## src/rtl/alu_seq_pkg.sv

```systemverilog
// ---------------------------------------------------------------------------
// Package: alu_seq_pkg
// Purpose: Shared types and constants for the ALU accumulator sequencer.
//          Holds the command opcode enum, the sequencer FSM state enum, the
//          datapath width and a helper that maps a command opcode onto the
//          ALU function select.
// Contents:
//   DATA_W   - operand / accumulator width (fixed at 8 to match the ALU)
//   op_e     - command opcodes OP_ADD..OP_ILL
//   state_e  - sequencer states IDLE / EXEC / RESP
//   alu_sel  - opcode -> ALU X select (only 0..4 ever produced)
// ---------------------------------------------------------------------------
package alu_seq_pkg;

    localparam int DATA_W = 8;

    typedef enum logic [2:0] {
        OP_ADD   = 3'd0,
        OP_SUB   = 3'd1,
        OP_AND   = 3'd2,
        OP_OR    = 3'd3,
        OP_NOT   = 3'd4,
        OP_LOAD  = 3'd5,
        OP_CLEAR = 3'd6,
        OP_ILL   = 3'd7
    } op_e;

    typedef enum logic [1:0] {
        IDLE = 2'd0,
        EXEC = 2'd1,
        RESP = 2'd2
    } state_e;

    // The ALU output is undefined for selects 5..7, so anything that is not
    // a real ALU operation parks the select at 0 (ADD).
    function automatic logic [2:0] alu_sel(input op_e op);
        return (op <= OP_NOT) ? 3'(op) : 3'd0;
    endfunction

endpackage

```

## src/rtl/alu_seq_flags.sv

```systemverilog
// ---------------------------------------------------------------------------
// Module: alu_seq_flags
// Purpose: Combinational flag generation for the sequencer result.
//          Z is computed from the value about to become the result; with
//          ALU_SEQ_OVF_EN defined, V is the signed overflow of ADD/SUB.
// Configuration macro: ALU_SEQ_OVF_EN (adds a/b/op inputs and the v output)
// Ports:
//   s   in  DATA_W  next result value (new accumulator)
//   z   out 1       1 when s == 0
//   a   in  DATA_W  accumulator before the op        (ALU_SEQ_OVF_EN only)
//   b   in  DATA_W  registered operand B             (ALU_SEQ_OVF_EN only)
//   op  in  3       registered opcode                (ALU_SEQ_OVF_EN only)
//   v   out 1       signed overflow for ADD/SUB      (ALU_SEQ_OVF_EN only)
// ---------------------------------------------------------------------------
module alu_seq_flags
    import alu_seq_pkg::*;
(
`ifdef ALU_SEQ_OVF_EN
    input  logic [DATA_W-1:0] a,
    input  logic [DATA_W-1:0] b,
    input  logic [2:0]        op,
    output logic              v,
`endif
    input  logic [DATA_W-1:0] s,
    output logic              z
);

    assign z = (s == '0);

`ifdef ALU_SEQ_OVF_EN
    op_e op_t;
    logic a_msb, b_msb, s_msb;

    assign op_t  = op_e'(op);
    assign a_msb = a[DATA_W-1];
    assign b_msb = b[DATA_W-1];
    assign s_msb = s[DATA_W-1];

    // ADD overflows when like-signed operands give a differently signed sum;
    // SUB when unlike-signed operands flip the sign of the minuend.
    always_comb begin
        v = 1'b0;
        case (op_t)
            OP_ADD:  v = (a_msb == b_msb) && (s_msb != a_msb);
            OP_SUB:  v = (a_msb != b_msb) && (s_msb != a_msb);
            default: v = 1'b0;
        endcase
    end
`endif

endmodule

```

## src/rtl/alu_acc_sequencer.sv

```systemverilog
// ---------------------------------------------------------------------------
// Module: alu_acc_sequencer
// Purpose: Command stage in front of the 8-bit ALU mux. Accepts op/operand
//          commands over valid/ready, owns the accumulator (ALU operand A)
//          and the carry flag, drives ALU A/B/X/CIN, captures ALU S/COUT and
//          returns a registered result with C/Z (and optional V) flags over
//          a second valid/ready port. The carry flag allows multi-byte
//          add/sub chains. One command every 3 cycles at most; result valid
//          2 cycles after acceptance.
// Configuration macro: ALU_SEQ_OVF_EN (adds res_v signed-overflow output)
// Parameters:
//   DATA_W    operand/accumulator width (fixed at 8)
//   ACC_INIT  accumulator value loaded at reset
// Ports:
//   clk            in   clock, rising edge
//   rst_n          in   synchronous reset, active-low
//   cmd_valid      in   command present
//   cmd_ready      out  command can be accepted (IDLE only, 0 in reset)
//   cmd_op         in   3-bit opcode (see alu_seq_pkg::op_e)
//   cmd_b          in   operand B / LOAD value
//   cmd_use_carry  in   1: ALU CIN = carry flag, 0: CIN = 0
//   alu_a          out  ALU operand A (= accumulator)
//   alu_b          out  ALU operand B (registered)
//   alu_x          out  ALU function select (0..4 only)
//   alu_cin        out  ALU carry/borrow in
//   alu_s          in   ALU result
//   alu_cout       in   ALU carry/borrow out
//   res_valid      out  result present
//   res_ready      in   consumer accepts result
//   res_s          out  result (= new accumulator)
//   res_c          out  carry/borrow flag after op
//   res_z          out  result is zero
//   res_err        out  op was illegal
//   res_v          out  signed overflow (ALU_SEQ_OVF_EN only)
// ---------------------------------------------------------------------------
module alu_acc_sequencer #(
    parameter int                DATA_W   = 8,
    parameter logic [DATA_W-1:0] ACC_INIT = 8'h00
) (
    input  logic              clk,
    input  logic              rst_n,
    input  logic              cmd_valid,
    output logic              cmd_ready,
    input  logic [2:0]        cmd_op,
    input  logic [DATA_W-1:0] cmd_b,
    input  logic              cmd_use_carry,
    output logic [DATA_W-1:0] alu_a,
    output logic [DATA_W-1:0] alu_b,
    output logic [2:0]        alu_x,
    output logic              alu_cin,
    input  logic [DATA_W-1:0] alu_s,
    input  logic              alu_cout,
    output logic              res_valid,
    input  logic              res_ready,
    output logic [DATA_W-1:0] res_s,
    output logic              res_c,
    output logic              res_z,
`ifdef ALU_SEQ_OVF_EN
    output logic              res_v,
`endif
    output logic              res_err
);

    import alu_seq_pkg::*;

    state_e            state, state_nxt;
    op_e               op_q;
    logic [DATA_W-1:0] acc, acc_nxt;
    logic [DATA_W-1:0] b_q;
    logic              c_flag, c_nxt;
    logic              cin_q;
    logic [2:0]        x_q;
    logic              err_nxt;
    logic              z_nxt;
    logic              cmd_fire;

`ifdef ALU_SEQ_OVF_EN
    logic v_nxt;
`endif

    // Ready is qualified with rst_n so no command can slip in while the
    // synchronous reset is being applied.
    assign cmd_ready = (state == IDLE) && rst_n;
    assign cmd_fire  = cmd_valid && cmd_ready;
    assign res_valid = (state == RESP);

    assign alu_a   = acc;
    assign alu_b   = b_q;
    assign alu_x   = x_q;
    assign alu_cin = cin_q;

    // ---------------- FSM next state ----------------
    // NOTE: every combinational output gets a default before the case so no
    // path leaves it unassigned, which would otherwise infer a latch.
    always_comb begin
        state_nxt = state;
        case (state)
            IDLE:    if (cmd_fire)  state_nxt = EXEC;
            EXEC:    state_nxt = RESP;
            RESP:    if (res_ready) state_nxt = IDLE;
            default: state_nxt = IDLE;
        endcase
    end

    // ---------------- execute: next accumulator / flags ----------------
    always_comb begin
        acc_nxt = acc;
        c_nxt   = c_flag;
        err_nxt = 1'b0;
        case (op_q)
            OP_ADD, OP_SUB, OP_AND, OP_OR, OP_NOT: begin
                // Logic ops clear C because the ALU drives COUT=0 for them.
                acc_nxt = alu_s;
                c_nxt   = alu_cout;
            end
            OP_LOAD: begin
                acc_nxt = b_q;
            end
            OP_CLEAR: begin
                acc_nxt = '0;
                c_nxt   = 1'b0;
            end
            default: begin
                err_nxt = 1'b1;
            end
        endcase
    end

    alu_seq_flags u_flags (
`ifdef ALU_SEQ_OVF_EN
        .a  (acc),
        .b  (b_q),
        .op (3'(op_q)),
        .v  (v_nxt),
`endif
        .s  (acc_nxt),
        .z  (z_nxt)
    );

    // ---------------- registers ----------------
    // NOTE: sequential state uses non-blocking assignments so every flop
    // samples pre-edge values regardless of statement order.
    always_ff @(posedge clk) begin
        if (!rst_n) begin
            state   <= IDLE;
            op_q    <= OP_ADD;
            acc     <= ACC_INIT;
            b_q     <= '0;
            c_flag  <= 1'b0;
            cin_q   <= 1'b0;
            x_q     <= 3'd0;
            res_s   <= '0;
            res_c   <= 1'b0;
            res_z   <= 1'b0;
            res_err <= 1'b0;
`ifdef ALU_SEQ_OVF_EN
            res_v   <= 1'b0;
`endif
        end else begin
            state <= state_nxt;

            if (cmd_fire) begin
                op_q  <= op_e'(cmd_op);
                b_q   <= cmd_b;
                cin_q <= cmd_use_carry && c_flag;
                x_q   <= alu_sel(op_e'(cmd_op));
            end

            // ALU inputs have been stable for the whole EXEC cycle, so the
            // ALU result is captured on the edge that leaves EXEC.
            if (state == EXEC) begin
                acc     <= acc_nxt;
                c_flag  <= c_nxt;
                res_s   <= acc_nxt;
                res_c   <= c_nxt;
                res_z   <= z_nxt;
                res_err <= err_nxt;
`ifdef ALU_SEQ_OVF_EN
                res_v   <= v_nxt;
`endif
            end
        end
    end

endmodule

```

## config.mk

```make
export PLATFORM = sky130hd
export DESIGN_NAME = alu_acc_sequencer
export DESIGN_NICKNAME = d
export VERILOG_FILES = /design/src/rtl/alu_seq_pkg.sv /design/src/rtl/alu_seq_flags.sv /design/src/rtl/alu_acc_sequencer.sv
export SDC_FILE = /design/constraint.sdc
export NUM_CORES = 1
export LEC_CHECK = 0
export CAP_MARGIN = 5
export CORE_ASPECT_RATIO = 0.6
export CORE_MARGIN = 2
export CORE_UTILIZATION = 42
export CTS_BUF_LIST = sky130_fd_sc_hd__clkbuf_16
export DETAILED_ROUTE_END_ITERATION = 7
export PLACE_DENSITY = 0.87
export SLEW_MARGIN = 20
export SYNTH_ARGS = -nofsm -noshare
export SYNTH_HDL_FRONTEND = slang
export SYNTH_SLANG_ARGS = --single-unit
```

## constraint.sdc

```tcl
create_clock -name clk -period 1.6 [get_ports clk]
set_input_delay 0.32 -clock clk [delete_from_list [all_inputs] [get_ports clk]]
set_output_delay 0.32 -clock clk [all_outputs]
set_load 0.03 [all_outputs]
```

; After elaboration in Yosys (flattened, before gate mapping)
; Cells that the tools add are included.
; W data, S select, Z words.
[totals]
ff_bits = 28
input_bits = 25
word_cells = 38
[op_classes]
order_cmp = 1
n_eq_ne = 10
n_mux = 7
n_reduce_logical = 11
[ops]
columns = op, n
row1 = $pmux W8 S3, 1
row2 = $eq A3 B3 Y1 const B, 3
row3 = $logic_not A8 Y1, 1
row4 = $reduce_or A7 Y1, 1
row5 = $eq A3 B2 Y1 const B, 2
row6 = $pmux W2 S3, 1
row7 = $reduce_or A5 Y1, 1
row8 = $mux W2, 2
row9 = $reduce_and A2 Y1, 2
row10 = $eq A3 B1 Y1 const B, 1
row11 = $le A3 B3 Y1 const B, 1
row12 = $logic_and A1 B1 Y1, 3
row13 = $logic_not A3 Y1, 1
row14 = $mux W3, 1
row15 = $eq A2 B1 Y1 const B, 1
row16 = $eq A2 B2 Y1 const B, 1
row17 = $logic_not A2 Y1, 1
row18 = $ne A2 B1 Y1 const B, 1
row19 = $ne A2 B2 Y1 const B, 1
row20 = $pmux W1 S2, 1
row21 = $reduce_bool A2 Y1, 1
row22 = $mux W1, 1

; Longest topological paths before layout
; Gate-level depths: netlist of the first run.
[logic_depth]
ltp_word = 5
depth_mapped = 6
ltp_nobuf = 5

; By module
; A second synthesis of the first run with hierarchy kept.
[hier_totals]
hier_cells = 163
hier_area_um2 = 1365.1
[by_module_without_submodules]
columns = mod, instances, cells_per_inst, area_each_um2, seq_area_each_um2
row1 = alu_acc_sequencer, 1, 160, 1346.3, 560.5
row2 = alu_seq_flags, 1, 3, 18.8, 0.0

; Least setup slack after synthesis of the first run
; Ideal clock, no wire load.
[synth_timing]
kind = register -> register
from = reg state[1]
to = reg b_q[0] (netlist: alu_b[0])
arrival_time_ps = 1498
required_ps = 1529
setup_slack_ps = 32
stages_incl_launch_ff = 7
synth_period_minus_slack_ps = 1568
path_cell_list = dfxtp_1 > nor3b_2 > nand2_1 > inv_2 > buf_4 > nand2_1 > a21oi_1
[synth_between]
elab_chain_len = 3
[synth_rtl]
columns = element, line
row1 = from (decl), alu_acc_sequencer.sv:66  ; state_e state, state_nxt;
row2 = from (signal assigned), alu_acc_sequencer.sv:160  ; state <= state_nxt;
row3 = $logic_not A2 Y1, alu_acc_sequencer.sv:83  ; assign cmd_ready = (state == IDLE) && rst_n;
row4 = $logic_and A1 B1 Y1, alu_acc_sequencer.sv:83
row5 = named net cmd_ready, alu_acc_sequencer.sv:43  ; output logic cmd_ready,
row6 = $logic_and A1 B1 Y1, alu_acc_sequencer.sv:84  ; assign cmd_fire = cmd_valid && cmd_ready;
row7 = to (signal assigned), alu_acc_sequencer.sv:164  ; b_q <= cmd_b;
row8 = to (decl), alu_acc_sequencer.sv:69  ; logic [DATA_W-1:0] b_q;
; The timed path passes the listed nets, and every way through them passes these cells.
; A chain may end at the register's enable or synchronous reset.

; Final worst setup path of the first run
[layout_timing]
from = in alu_s[3]
to = reg res_z
[layout_between]
elab_chain_len = 2
[layout_rtl]
columns = element, line
row1 = from (decl), alu_acc_sequencer.sv:51  ; input logic [DATA_W-1:0] alu_s,
row2 = $pmux W8 S3, alu_acc_sequencer.sv:110  ; case (op_q)
row3 = $logic_not A8 Y1, alu_seq_flags.sv:28  ; assign z = (s == '0);
row4 = to (signal assigned), alu_acc_sequencer.sv:176  ; res_z <= z_nxt;
row5 = to (decl), alu_acc_sequencer.sv:57  ; output logic res_z,
; No other way between the ends.

==> summary.md, run 1 <==
| Metric | Value |
|---|---|
| DRT antenna net count | 0 |
| Gpl congestion | about 0.86 |
| H-tree depth | 1 |
| Buffers on Ports | between 50 and 60 |
| Gr busiest metal | met2 |
| Tcrit/Tclk final | 95.8% |
| Synth area leaders | dfxtp_1 40%, nand2_1 7.5%, a21oi_1 7.2% |
| # setup viols final | 0 |
| Drt pass-1 iters | 4 |
| Starting Density | 43.3% |
| Clock Path Buffers | 2 |
| Vias | around 1400 |
| CTS tree | built |
| Min cycle time layout | about 1.5 ns |
| # nets final | 250 |
| Yosys synthesis warning count | 0 |
| Largest net degree at the start of global routing | 23 |
| Hold Vio Cnt, Final | 0 |
| Status | finished, final reports clean |
| Cell Count, Final, Fillers Out | 269 |
| Met3 usage | 5.97% |
| Top cell type by total area after synthesis | dfxtp_1 |
| # IOs | 58 |
| Yosys top cell area share | 40.1% |
| Met2 usage | 31.9% |
| Max-cap viol count | 0 |
| # DRC | 0 |
| Final Max Slew Viols | 0 |
| Synth-to-layout area growth | 53.0% |
| Crit-path max FO | 2 |
| Via density | 5.27 |
| Placed insts | 264 |
| Die ar. | between 3000 and 4000 um^2 |
| Total CTS buffers | 3 |
| First-pass GRT wire length | between 5000 and 6000 um |
| Final WL | 3790 um |
| Share of post-route cells with drive strength above 1 | 17.4% |
| CP Launch Type | input port |
| Distinct cell type count of the synthesized netlist | 34 |
| GRT Util Overall | 19.9% |
| Unrepaired setup endpoints after global routing | no |
| Clock latency on the worst-skew pair | 0.26 ns |
| Die Wd | 78.4 um |
| Die height | 48.7 um |
| Antenna violations before repair | 0 |
| Most frequent cells in the layout | 28 x nand2_1, 26 x dfxtp_1, 26 x dlygate4sd2_1, 21 x clkdlybuf4s50_1 |
| Syn Inst Count | about 160 |
| Clk sinks | 28 |
| Met1 Use GR | 27.4% |
| Area of the mapped netlist | 1400 um^2 |
| Worst clock skew | 0.00330 ns |
| HP Class | reg -> reg |
| Num rows | 16 |
| Worst slew pin tran | 0.373 ns |
| Setup ws final | 0.0676 ns |
| Crit Path Category | in -> reg |
| Setup crit end kind | register |
| Setup WS pre-CTS | -0.251 ns |
| Vias in the first global route | 1300 |
| Ant diodes | 0 |
| DP HPWL | 2820 um |
| Required time at the worst-slack endpoint | between 1.5 and 2 ns |
| Seq/Total Area, Yosys | 40.1% |
| Leak | around 0.0011 uW |
| R2R setup slack | 0.07 ns |
| Syn Area/Cell | 8.57 um^2 |
| Reg clk slew, reported paths | 0.07 ns |
| Pwr/cell area | 897 nW/um^2 |
| Core area | 3220 um^2 |
| Drt initial violations | 61 |
| Peak supply drop | around 0.56 mV |
| Syn_nets | 188 |
| Routed len/inst | about 14 um |
| Overflow after GRT | 0 |
| Seq cells post-synth | 28 |
| FMAX | 0.653 GHz |
| Post-layout util | between 60% and 70% |
| Worst EP arrival | around 1.7 ns |
| Commonest non-fill, non-tap cell in the layout | nand2_1 |
| Filler cells | 280 |
| Worst slew margin | between 70% and 80% |
| CTS root buf | clkbuf_16 |
## cell families after synthesis
kind of cell           synth area share (%)
and+or+nand+nor                        21.3
AOI/OAI and AO/OA                      23.5
DFF                                    40.1
buffers and inverters                  12.9
muxes                                  2.15
## cell type report
cell class              instances  area [um^2]  share of cell area (%)
inverters                      11         41.3                    1.93
multi-input cells             106          683                    32.0
repair buffers                 75          688                    32.2
clock buffers                   3         75.1                    3.51
flip-flops and latches         28          563                    26.3
well taps                      45         56.3                    2.63
clock inverters                 1         30.0                    1.41
## cell usage after synthesis
cell and number:
dfxtp_1 28, nand2_1 28, a21oi_1 20, inv_1 10, buf_4 9, nand3_1 8, o221ai_1 6, a2bb2oi_1 5
nor2_1 5, o211a_1 4, clkbuf_1 3, mux2i_1 3, o21ai_0 3, or2b_2 3, buf_2 2, buf_6 2
clkbuf_8 2, nand2b_1 2, nand3b_1 2, nor2b_1 2, o221ai_2 2, o41ai_1 2, a311oi_1 1, and2_1 1
inv_2 1, nand3_2 1, nor3b_2 1, nor4_1 1, nor4b_1 1, o211ai_1 1, o31ai_2 1, or2_4 1
or2b_1 1, or4_1 1
## per-layer routing
metal	vias to the layer above	routed length [um]
met4	0	6
met1	665	1740
met2	64	1710
met3	2	337
met5	-	0
li1	686	-
## metrics by stage
step	cell area, um^2	setup TNS [ns]	hold slack [ns]	total power (uW)
2_1_floorplan	1400	0	0.453	1020
3_3_place_gp	2010	-1.14	0.438	1200
3_5_place_dp	2010	-1.95	0.445	1200
4_1_cts	2090	0	0.452	1910
5_1_grt	2140	0	0.467	1990
6_report	2140	0	0.450	1920
## path summary, 6_finish.rpt
kind | to | start | cells after the start
max | res_z | alu_s[3] | 5
min | alu_x[0] | alu_x[0] | 2
max reg2reg | res_z | op_q[0] | 5
min reg2reg | alu_x[0] | alu_x[0] | 2
## power breakdown
group | switching [uW] | total (uW) | internal (uW)
sequential | 33.0 | 764 | 731
combinational | 221 | 407 | 186
clock | 245 | 744 | 498
## flip-flops by register name, indices dropped and copies added (netlist names)
| signal | cells |
|---|---|
| op_q | 3 |
| state | 2 |
| alu_x | 3 |
| res_z | 1 |
| alu_cin | 1 |
| c_flag | 1 |
| alu_b | 8 |
| res_err | 1 |
| alu_a | 8 |
## repair_timing
action                     4_1_cts  5_1_grt
pin swaps                        0        2
setup endpoints to repair       27        7
setup buffers                    1        0
gates resized for setup         27       14
hold buffers                     0        0
## critical path, stage by stage
cell,delay [ns]
clkdlybuf4s50_1,0.42
or2b_2,0.17
o221ai_2,0.09
or4_4,0.50
o31ai_4,0.21
Power figures use the tool's default switching activity.
==> run 2: changes to the inputs <==
- CORE_MARGIN: 2 -> 5
==> run 2 against run 1 <==
Effect of this change:
- first-iteration DRC count rose by 52%
- sequential share of layout area about the same
- combinational power grew 1%
- register-to-register slack lost 0.02 ns
==> summary.md, run 2 (same netlist as run 1, synthesis figures left out) <==
| Metric | Value |
|---|---|
| Status | finished, final reports clean |
| Drt initial violations | 93 (+52%) |
| Vias in the first global route | 1302 (+0.15%) |
| R2R setup slack | 0.05 ns (-0.02 ns) |
| First-pass GRT wire length | 6260 um (+4.9%) |
| Ant diodes | 0 (unchanged) |
| Most frequent cells in the layout | 28 x nand2_1, 28 x dlygate4sd2_1, 27 x dfxtp_1, 20 x clkdlybuf4s50_1, 20 x buf_4 |
| Crit-path max FO | 8 (+6) |
| Crit Path Category | reg -> reg |
| Setup WS pre-CTS | -0.274 ns (-0.0231 ns) |
| Num rows | 16 (unchanged) |
| Buffers on Ports | 57 (unchanged) |
| DRT antenna net count | 0 (unchanged) |
| Setup crit end kind | register |
| Origin of the critical flop-to-flop path | op_q[2] |
| Largest net degree at the start of global routing | 23 (unchanged) |
| Worst slew margin | 72.5% (-2.6 points) |
| Die ar. | 4620 um^2 (+21%) |
| Worst hold stages | 2 (unchanged) |
| Filler cells | 276 (-1.4%) |
| Worst slew pin tran | 0.407 ns (+0.0344 ns) |
| CP Launch Type | register |
| Required time at the worst-slack endpoint | 1.78 ns (about the same) |
| CTS tree | built |
| Routed len/inst | 14.8 um (+5.2%) |
| Die height | 54.7 um (+12%) |
| GRT Util Overall | 17.1% (-2.8 points) |
| CTS root buf | clkbuf_16 |
| Hold Vio Cnt, Final | 0 (unchanged) |
| # IOs | 58 (unchanged) |
| Post-layout util | 66.3% (about the same) |
| Antenna violations before repair | 0 (unchanged) |
| DP HPWL | 2860 um (+1.5%) |
| Clk sinks | 28 (unchanged) |
| Setup_tns | 0 ns (unchanged) |
| Die Wd | 84.4 um (+7.6%) |
| Overflow after GRT | 0 (unchanged) |
| Setup ws final | 0.0455 ns (-0.0221 ns) |
| Leak | 0.00107 uW (-1.6%) |
| WHS Endpoint | alu_x[0] |
| Share of post-route cells with drive strength above 1 | 18.3% (+0.89 points) |
| Final Max Slew Viols | 0 (unchanged) |
| Starting Density | 43.3% (unchanged) |
| FF-to-FF End | res_z |
| Vias | 1394 (-1.6%) |
| Number of hold buffers added after cts | 0 (unchanged) |
| Peak supply drop | 0.437 mV (-22%) |
| Synth-to-layout area growth | 53.1% (about the same) |
| Clock Path Buffers | 2 (unchanged) |
| Min cycle time layout | 1.55 ns (+0.0221 ns) |
| Via density | 5.18 (-1.6%) |
| Pwr/cell area | 897 nW/um^2 (about the same) |
| Core area | 3220 um^2 (unchanged) |
| Clock latency on the worst-skew pair | 0.27 ns (about the same) |
| Beginning of the worst hold path | alu_x[0] |
| Worst EP arrival | 1.74 ns (+0.02 ns) |
| Reg clk slew, reported paths | 0.07 ns (about the same) |
| Total Power | 1920 uW (+0.11%) |
| # nets final | 250 (unchanged) |
| Worst clock skew | 0.00397 ns (+0.000669 ns) |
| Max-cap viol count | 0 (unchanged) |
| Tcrit/Tclk final | 97.2% (+1.4 points) |
| Drt pass-1 iters | 4 (unchanged) |
| Final WL | 3990 um (+5.2%) |
| H-tree depth | 1 (unchanged) |
| FF-to-FF path depth | 5 (unchanged) |
| # DRC | 0 (unchanged) |
| Gpl congestion | 0.840 (-2.7%) |
| # setup viols final | 0 (unchanged) |
| Total CTS buffers | 3 (unchanged) |
| FMAX | 0.643 GHz (-1.4%) |
| HP Class | reg -> reg |
==> run 2: repair_timing <==
action	4_1_cts	5_1_grt
pin swaps	0	3
buffers inserted	0	1
endpoints found under the setup margin	29	10
resized for setup	30	14
==> run 2: critical path, stage by stage (launching register included) <==
cell and delay (ns):
dfxtp_4 0.37, buf_4 0.15, nand3_2 0.06, o221ai_2 0.11
or4_4 0.57, o31ai_2 0.21
==> run 2: worst max-delay path by stage <==
stage | startpoint | to | slack (ns) | depth (start not counted)
finish | op_q[2] | res_z | 0.05 | 5
global placement | alu_s[6] | res_z | -0.20 | 5
CTS | alu_x[2] | alu_x[2] | 0.001 | 1
detailed placement | alu_s[3] | res_z | -0.27 | 5
floorplan | state[1] | alu_b[0] | 0.03 | 6
global route | op_q[2] | res_z | -0.02 | 5
==> run 2: metal layers <==
metal  routed length, um  vias up  GRT usage (%)
li1                    -      687              -
met1                1910      642           23.4
met2                1710       61           26.7
met3                 351        4           6.32
met4                  10        0           1.58
met5                   0        -              0
==> run 2: final cells by class <==
| cell class | instances | area [um^2] | share of cell area (%) |
|---|---|---|---|
| flip-flops and latches | 28 | 564 | 26.4 |
| repair buffers | 75 | 683 | 31.9 |
| clock buffers | 3 | 75.1 | 3.51 |
| multi-input cells | 106 | 688 | 32.2 |
| well taps | 45 | 56.3 | 2.63 |
| inverters | 11 | 41.3 | 1.93 |
| clock inverters | 1 | 30.0 | 1.40 |
==> run 2: stage by stage <==
| stage | cells | hold slack [ns] | instance area (um^2) |
|---|---|---|---|
| after CTS | 268 | 0.452 | 2090 |
| final | 269 | 0.447 | 2140 |
| after detailed placement | 264 | 0.442 | 2010 |
| after global routing | 269 | 0.460 | 2140 |
| after global placement | 264 | 0.443 | 2010 |
| after floorplan | 163 | 0.453 | 1400 |
==> run 2: report_power, final <==
part | switching [uW] | internal [uW]
clock | 245 | 499
combinational | 226 | 186
sequential | 32.6 | 730
total | 504 | 1410
